==> src/rtl/hi14a_tag_frame_decoder.sv <==
// ============================================================================
// Module   : hi14a_tag_frame_decoder
// Brief    : ISO14443-A tag response decoder (Manchester halves -> bytes).
// Revision : 1.0 - initial release
// ============================================================================
`default_nettype none

module hi14a_tag_frame_decoder #(
  parameter int HALF_SAMPLES   = 4,
  parameter int ONES_THRESHOLD = 2
) (
  input  logic       adc_clk,
  input  logic       reset,
  input  logic       sample_en,
  input  logic       curbit,
  output logic [7:0] data,
  output logic       parity_ok,
  output logic       coll,
  output logic       byte_valid,
  output logic       frame_active,
  output logic       frame_end,
  output logic [3:0] tail_bits,
  output logic [7:0] tail_data
);

  localparam int c_SAMP_W = (HALF_SAMPLES > 1) ? $clog2(HALF_SAMPLES) : 1;
  localparam int c_ONES_W = $clog2(HALF_SAMPLES + 1);

  typedef enum logic [2:0] {
    ST_IDLE  = 3'd0,
    ST_SOF_A = 3'd1,
    ST_SOF_B = 3'd2,
    ST_RX_A  = 3'd3,
    ST_RX_B  = 3'd4
  } state_t;

  state_t              r_state, w_state_next;
  logic [c_SAMP_W-1:0] r_samp_cnt;
  logic [c_ONES_W-1:0] r_ones;
  logic                r_first;
  logic [8:0]          r_sr;
  logic [3:0]          r_bit_cnt;
  logic                r_coll_acc;

  logic [c_ONES_W-1:0] w_ones_now;
  logic                w_half_last, w_half_mod, w_half_done;
  logic                w_sof_ok, w_latch_first, w_bit_done, w_eof;
  logic [8:0]          w_sr_next;
  logic                w_new_coll;
  logic [3:0]          w_tail_shift;

  assign w_ones_now   = r_ones + c_ONES_W'(curbit);
  assign w_half_last  = (r_samp_cnt == c_SAMP_W'(HALF_SAMPLES - 1));
  assign w_half_mod   = (w_ones_now >= c_ONES_W'(ONES_THRESHOLD));
  assign w_half_done  = sample_en && w_half_last && (r_state != ST_IDLE);
  // The decoded bit equals the first-half value; (1,1) marks a collision.
  assign w_sr_next    = {r_first, r_sr[8:1]};
  assign w_new_coll   = r_first & w_half_mod;
  assign w_tail_shift = 4'd9 - r_bit_cnt;

  always_ff @(negedge adc_clk) begin
    if (reset) r_state <= ST_IDLE;
    else       r_state <= w_state_next;
  end

  always_comb begin
    w_state_next  = r_state;
    w_sof_ok      = 1'b0;
    w_latch_first = 1'b0;
    w_bit_done    = 1'b0;
    w_eof         = 1'b0;
    case (r_state)
      ST_IDLE:  if (sample_en && curbit) w_state_next = ST_SOF_A;
      ST_SOF_A: if (w_half_done) w_state_next = w_half_mod ? ST_SOF_B : ST_IDLE;
      ST_SOF_B: if (w_half_done) begin
        if (w_half_mod) begin
          w_state_next = ST_IDLE;
        end else begin
          w_state_next = ST_RX_A;
          w_sof_ok     = 1'b1;
        end
      end
      ST_RX_A:  if (w_half_done) begin
        w_latch_first = 1'b1;
        w_state_next  = ST_RX_B;
      end
      ST_RX_B:  if (w_half_done) begin
        if (!r_first && !w_half_mod) begin
          w_eof        = 1'b1;
          w_state_next = ST_IDLE;
        end else begin
          w_bit_done   = 1'b1;
          w_state_next = ST_RX_A;
        end
      end
      default:  w_state_next = ST_IDLE;
    endcase
  end

  always_ff @(negedge adc_clk) begin
    if (reset) begin
      r_samp_cnt   <= '0;
      r_ones       <= '0;
      r_first      <= 1'b0;
      r_sr         <= '0;
      r_bit_cnt    <= '0;
      r_coll_acc   <= 1'b0;
      data         <= '0;
      parity_ok    <= 1'b0;
      coll         <= 1'b0;
      byte_valid   <= 1'b0;
      frame_active <= 1'b0;
      frame_end    <= 1'b0;
      tail_bits    <= '0;
      tail_data    <= '0;
    end else begin
      byte_valid <= 1'b0;
      frame_end  <= 1'b0;

      if (sample_en) begin
        if (r_state == ST_IDLE) begin
          if (curbit) begin
            r_samp_cnt <= c_SAMP_W'(1);
            r_ones     <= c_ONES_W'(1);
          end
        end else if (w_half_last) begin
          r_samp_cnt <= '0;
          r_ones     <= '0;
        end else begin
          r_samp_cnt <= r_samp_cnt + c_SAMP_W'(1);
          r_ones     <= w_ones_now;
        end
      end

      if (w_latch_first) r_first <= w_half_mod;

      if (w_sof_ok) begin
        frame_active <= 1'b1;
        r_bit_cnt    <= '0;
        r_sr         <= '0;
        r_coll_acc   <= 1'b0;
      end

      if (w_bit_done) begin
        r_sr <= w_sr_next;
        // Ninth bit is the parity bit: odd parity over all nine is good.
        if (r_bit_cnt == 4'd8) begin
          data       <= w_sr_next[7:0];
          parity_ok  <= ^w_sr_next;
          coll       <= r_coll_acc | w_new_coll;
          byte_valid <= 1'b1;
          r_bit_cnt  <= '0;
          r_coll_acc <= 1'b0;
        end else begin
          r_bit_cnt  <= r_bit_cnt + 4'd1;
          r_coll_acc <= r_coll_acc | w_new_coll;
        end
      end

      if (w_eof) begin
        frame_end    <= 1'b1;
        frame_active <= 1'b0;
        tail_bits    <= r_bit_cnt;
        tail_data    <= 8'(r_sr >> w_tail_shift);
      end
    end
  end

endmodule

`default_nettype wire

==> config.mk <==
export PLATFORM = sky130hd
export DESIGN_NAME = hi14a_tag_frame_decoder
export DESIGN_NICKNAME = d
export VERILOG_FILES = /design/src/rtl/hi14a_tag_frame_decoder.sv
export SDC_FILE = /design/constraint.sdc
export NUM_CORES = 1
export LEC_CHECK = 0
export BUFFER_PORTS_ARGS = -buffer_cell sky130_fd_sc_hd__buf_4
export CORE_ASPECT_RATIO = 0.6
export CORE_MARGIN = 5
export CORE_UTILIZATION = 57
export CTS_BUF_LIST = sky130_fd_sc_hd__clkbuf_16
export CTS_CLUSTER_SIZE = 12
export DETAILED_ROUTE_END_ITERATION = 7
export PLACE_DENSITY = 0.79
export SYNTH_ARGS = -nofsm -noshare
export SYNTH_HDL_FRONTEND = slang
export SYNTH_SLANG_ARGS = --single-unit
==> constraint.sdc <==
create_clock -name adc_clk -period 2.6 [get_ports adc_clk]
set_input_delay 0.65 -clock adc_clk [delete_from_list [all_inputs] [get_ports adc_clk]]
set_output_delay 0.65 -clock adc_clk [all_outputs]
set_load 0.01 [all_outputs]
==> impl_metrics.ini <==
[sta]
setup_viol = 68
slew_headroom_pct = 56.4
setup_tns_ns = -30.43
setup_ws_ns = -0.716
grt_setup_unrepaired = true
worstMarginPinSlew_ns = 0.650
fin_skew_ns = 0.0447
holdWs_ns = 0.485
slew_viol_final = 0
hold_viol_final = 0

[layout]
fin_util_pct = 96.2
final_cell_mix = 55 x inv_1, 38 x buf_4, 32 x buf_6
num-fill-cells = 79
antenna_cells = 0
fin_nets = 369
fin_area_um2 = 3640
drive_gt1_share_pct = 42.0
syn2layout_area_growth_pct = 58.2
final_common_cell = inv_1

[run_status]
violations = setup timing
run_status = finished with violations

[worst_setup_path]
worst_ep_arrival_time_ns = 2.26
start_kind = input pin
crit_required_ns = 1.54
crit_type = in2reg
end_kind = flip-flop
critPathMaxFanout = 11

[global_routing]
grt.overflow.total = 0
grt_pass1_wl_um = 12600
grt_use_total_pct = 30.1
antenna_found_initial = 0
grt_max_degree = 21
grt_pass1_vias = 2513

[yosys]
synth_cell_types = 51
synth-seq-cells = 48
synth_top_area_share_pct = 41.7
synth_edf_count = 0
ys.flop_type = dfxtp_1
yosysSeqAreaShare_pct = 41.7
synthCells = 246
synthArstFlopShare_pct = 0
yosys.area.top_type = dfxtp_1
ys_warn_count = 0
synth_area_um2 = 2300
avgSynthCellArea_um2 = 9.36
synth_nets = 257
ys_top_cells_by_area = dfxtp_1 42%, mux2i_1 7.8%, a22o_1 7.6%

[floorplan]
fp.dieH_um = 59.2
io_pins = 29
start_util_pct = 60.8
die_x_um = 92.0
die-area_um2 = 5450
rows = 17
coreArea_um2 = 3790

[placement]
io_buffers = 28
place_congestion = 0.926
post_dp_cell_area_um2 = 2770
hpwlAfterDp_um = 3800

[cts]
cts.hold.buffers_added = 0
cts.sinks = 48
ctsHtreeMaxLevel = 2
cts_tree = done
cts_root_buf = clkbuf_16
clk_pin_slew_ns = 0.05
numCtsBuffers = 5
clk_latency_ns = 0.41
cts_buffer_depth = 2

[detailed_routing]
route.vias.total = 2866
ant_nets = 0
drt_iter0_markers = 355
drc_errors = 0
routedWlPerCell_um = 26.9
routed_wl_um = 10900
drt-pass1-iter-count = 5
vias_per_cell = 7.09

[pwr]
power-per-cell-area_nw_per_um2 = 530
irDropWorstVdd_mv = 0.634
power_w = 0.00193
cellLeakagePower_nw = 1.66

[job]
cap_violations = 0

[hold_path]
hold_class = reg2reg
==> what timing repair did <==
action,in CTS,in global routing
hold endpoints to repair,0,0
gates cloned,1,1
resized for setup,75,24
pin swaps,12,20
buffers inserted,12,14
endpoints found under the setup margin,68,68
==> metal layers <==
| metal | track usage, % | wire, µm | share of wire, % |
|---|---|---|---|
| met4 | 14.2 | 997 | 9.2 |
| met1 | 35.0 | 3760 | 35 |
| met3 | 13.1 | 1480 | 14 |
| met5 | 0 | 0 | 0 |
| met2 | 48.7 | 4630 | 43 |
==> synthesized netlist by cell type, drive strengths merged (3+ instances only) <==
master   n
dfxtp   48
nor2    32
a22o    20
mux2i   18
nand2   14
o21ai   12
a21oi   11
clkbuf  11
inv      8
ha       7
xnor2    7
buf      6
nor3     4
xor2     4
mux2     3
==> registers in the layout (all words and copies together), names as in the netlist <==
register      cells
coll              1
frame_end         1
tail_data         8
r_first           1
tail_bits         4
parity_ok         1
r_ones            3
r_samp_cnt        2
r_bit_cnt         4
byte_valid        1
frame_active      1
r_sr              9
r_state           3
data              8
r_coll_acc        1
==> critical path, stage by stage <==
cell and delay (ns):
buf_8 0.10, ha_4 0.16, ha_4 0.24, or2_4 0.28
o21ai_4 0.20, buf_4 0.16, nor2_4 0.04, buf_12 0.14
mux2i_1 0.21, nor2_1 0.07
==> cell families after synthesis <==
family	synth area share, %
AOI/OAI and AO/OA	20.3
buffers and inverters	4.73
and+or+nand+nor	14.9
DFF	41.7
xor gates and xnor gates	5.16
adders and majority gates	3.80
muxes	9.29
==> stage by stage <==
step / cells / worst slack, ns
2_1_floorplan: 246 / -0.846
3_3_place_gp: 324 / -0.954
3_5_place_dp: 324 / -0.970
4_1_cts: 390 / -0.627
5_1_grt: 404 / -0.737
6_report: 404 / -0.716
==> path summary, 6_finish.rpt <==
kind,to,cells past startpoint,from,slack (ns)
hold reg to reg,tail_bits[1],1,tail_bits[1],0.49
hold / removal,tail_bits[1],1,tail_bits[1],0.49
setup / recovery,data[7],10,curbit,-0.72
setup reg to reg,tail_data[6],7,r_samp_cnt[0],0.35
==> power breakdown <==
part           leakage, nW  total, W  switching (W)  internal (W)
sequential           0.400  0.000753     0.00000979      0.000743
clock                0.322   0.00105       0.000601      0.000449
combinational        0.939  0.000127      0.0000713     0.0000561
total                 1.66   0.00193       0.000682       0.00125
==> final cells by class <==
type / count / area (µm²) / area share [%]
multi-input combinational: 174 / 1530 / 41.9
timing repair buffer: 74 / 726 / 19.9
tap: 47 / 58.8 / 1.61
inverter: 7 / 26.3 / 0.721
clock buffer: 5 / 125 / 3.44
sequential: 48 / 992 / 27.2
clock inverter: 49 / 186 / 5.12
Power figures use the tool's default switching activity.
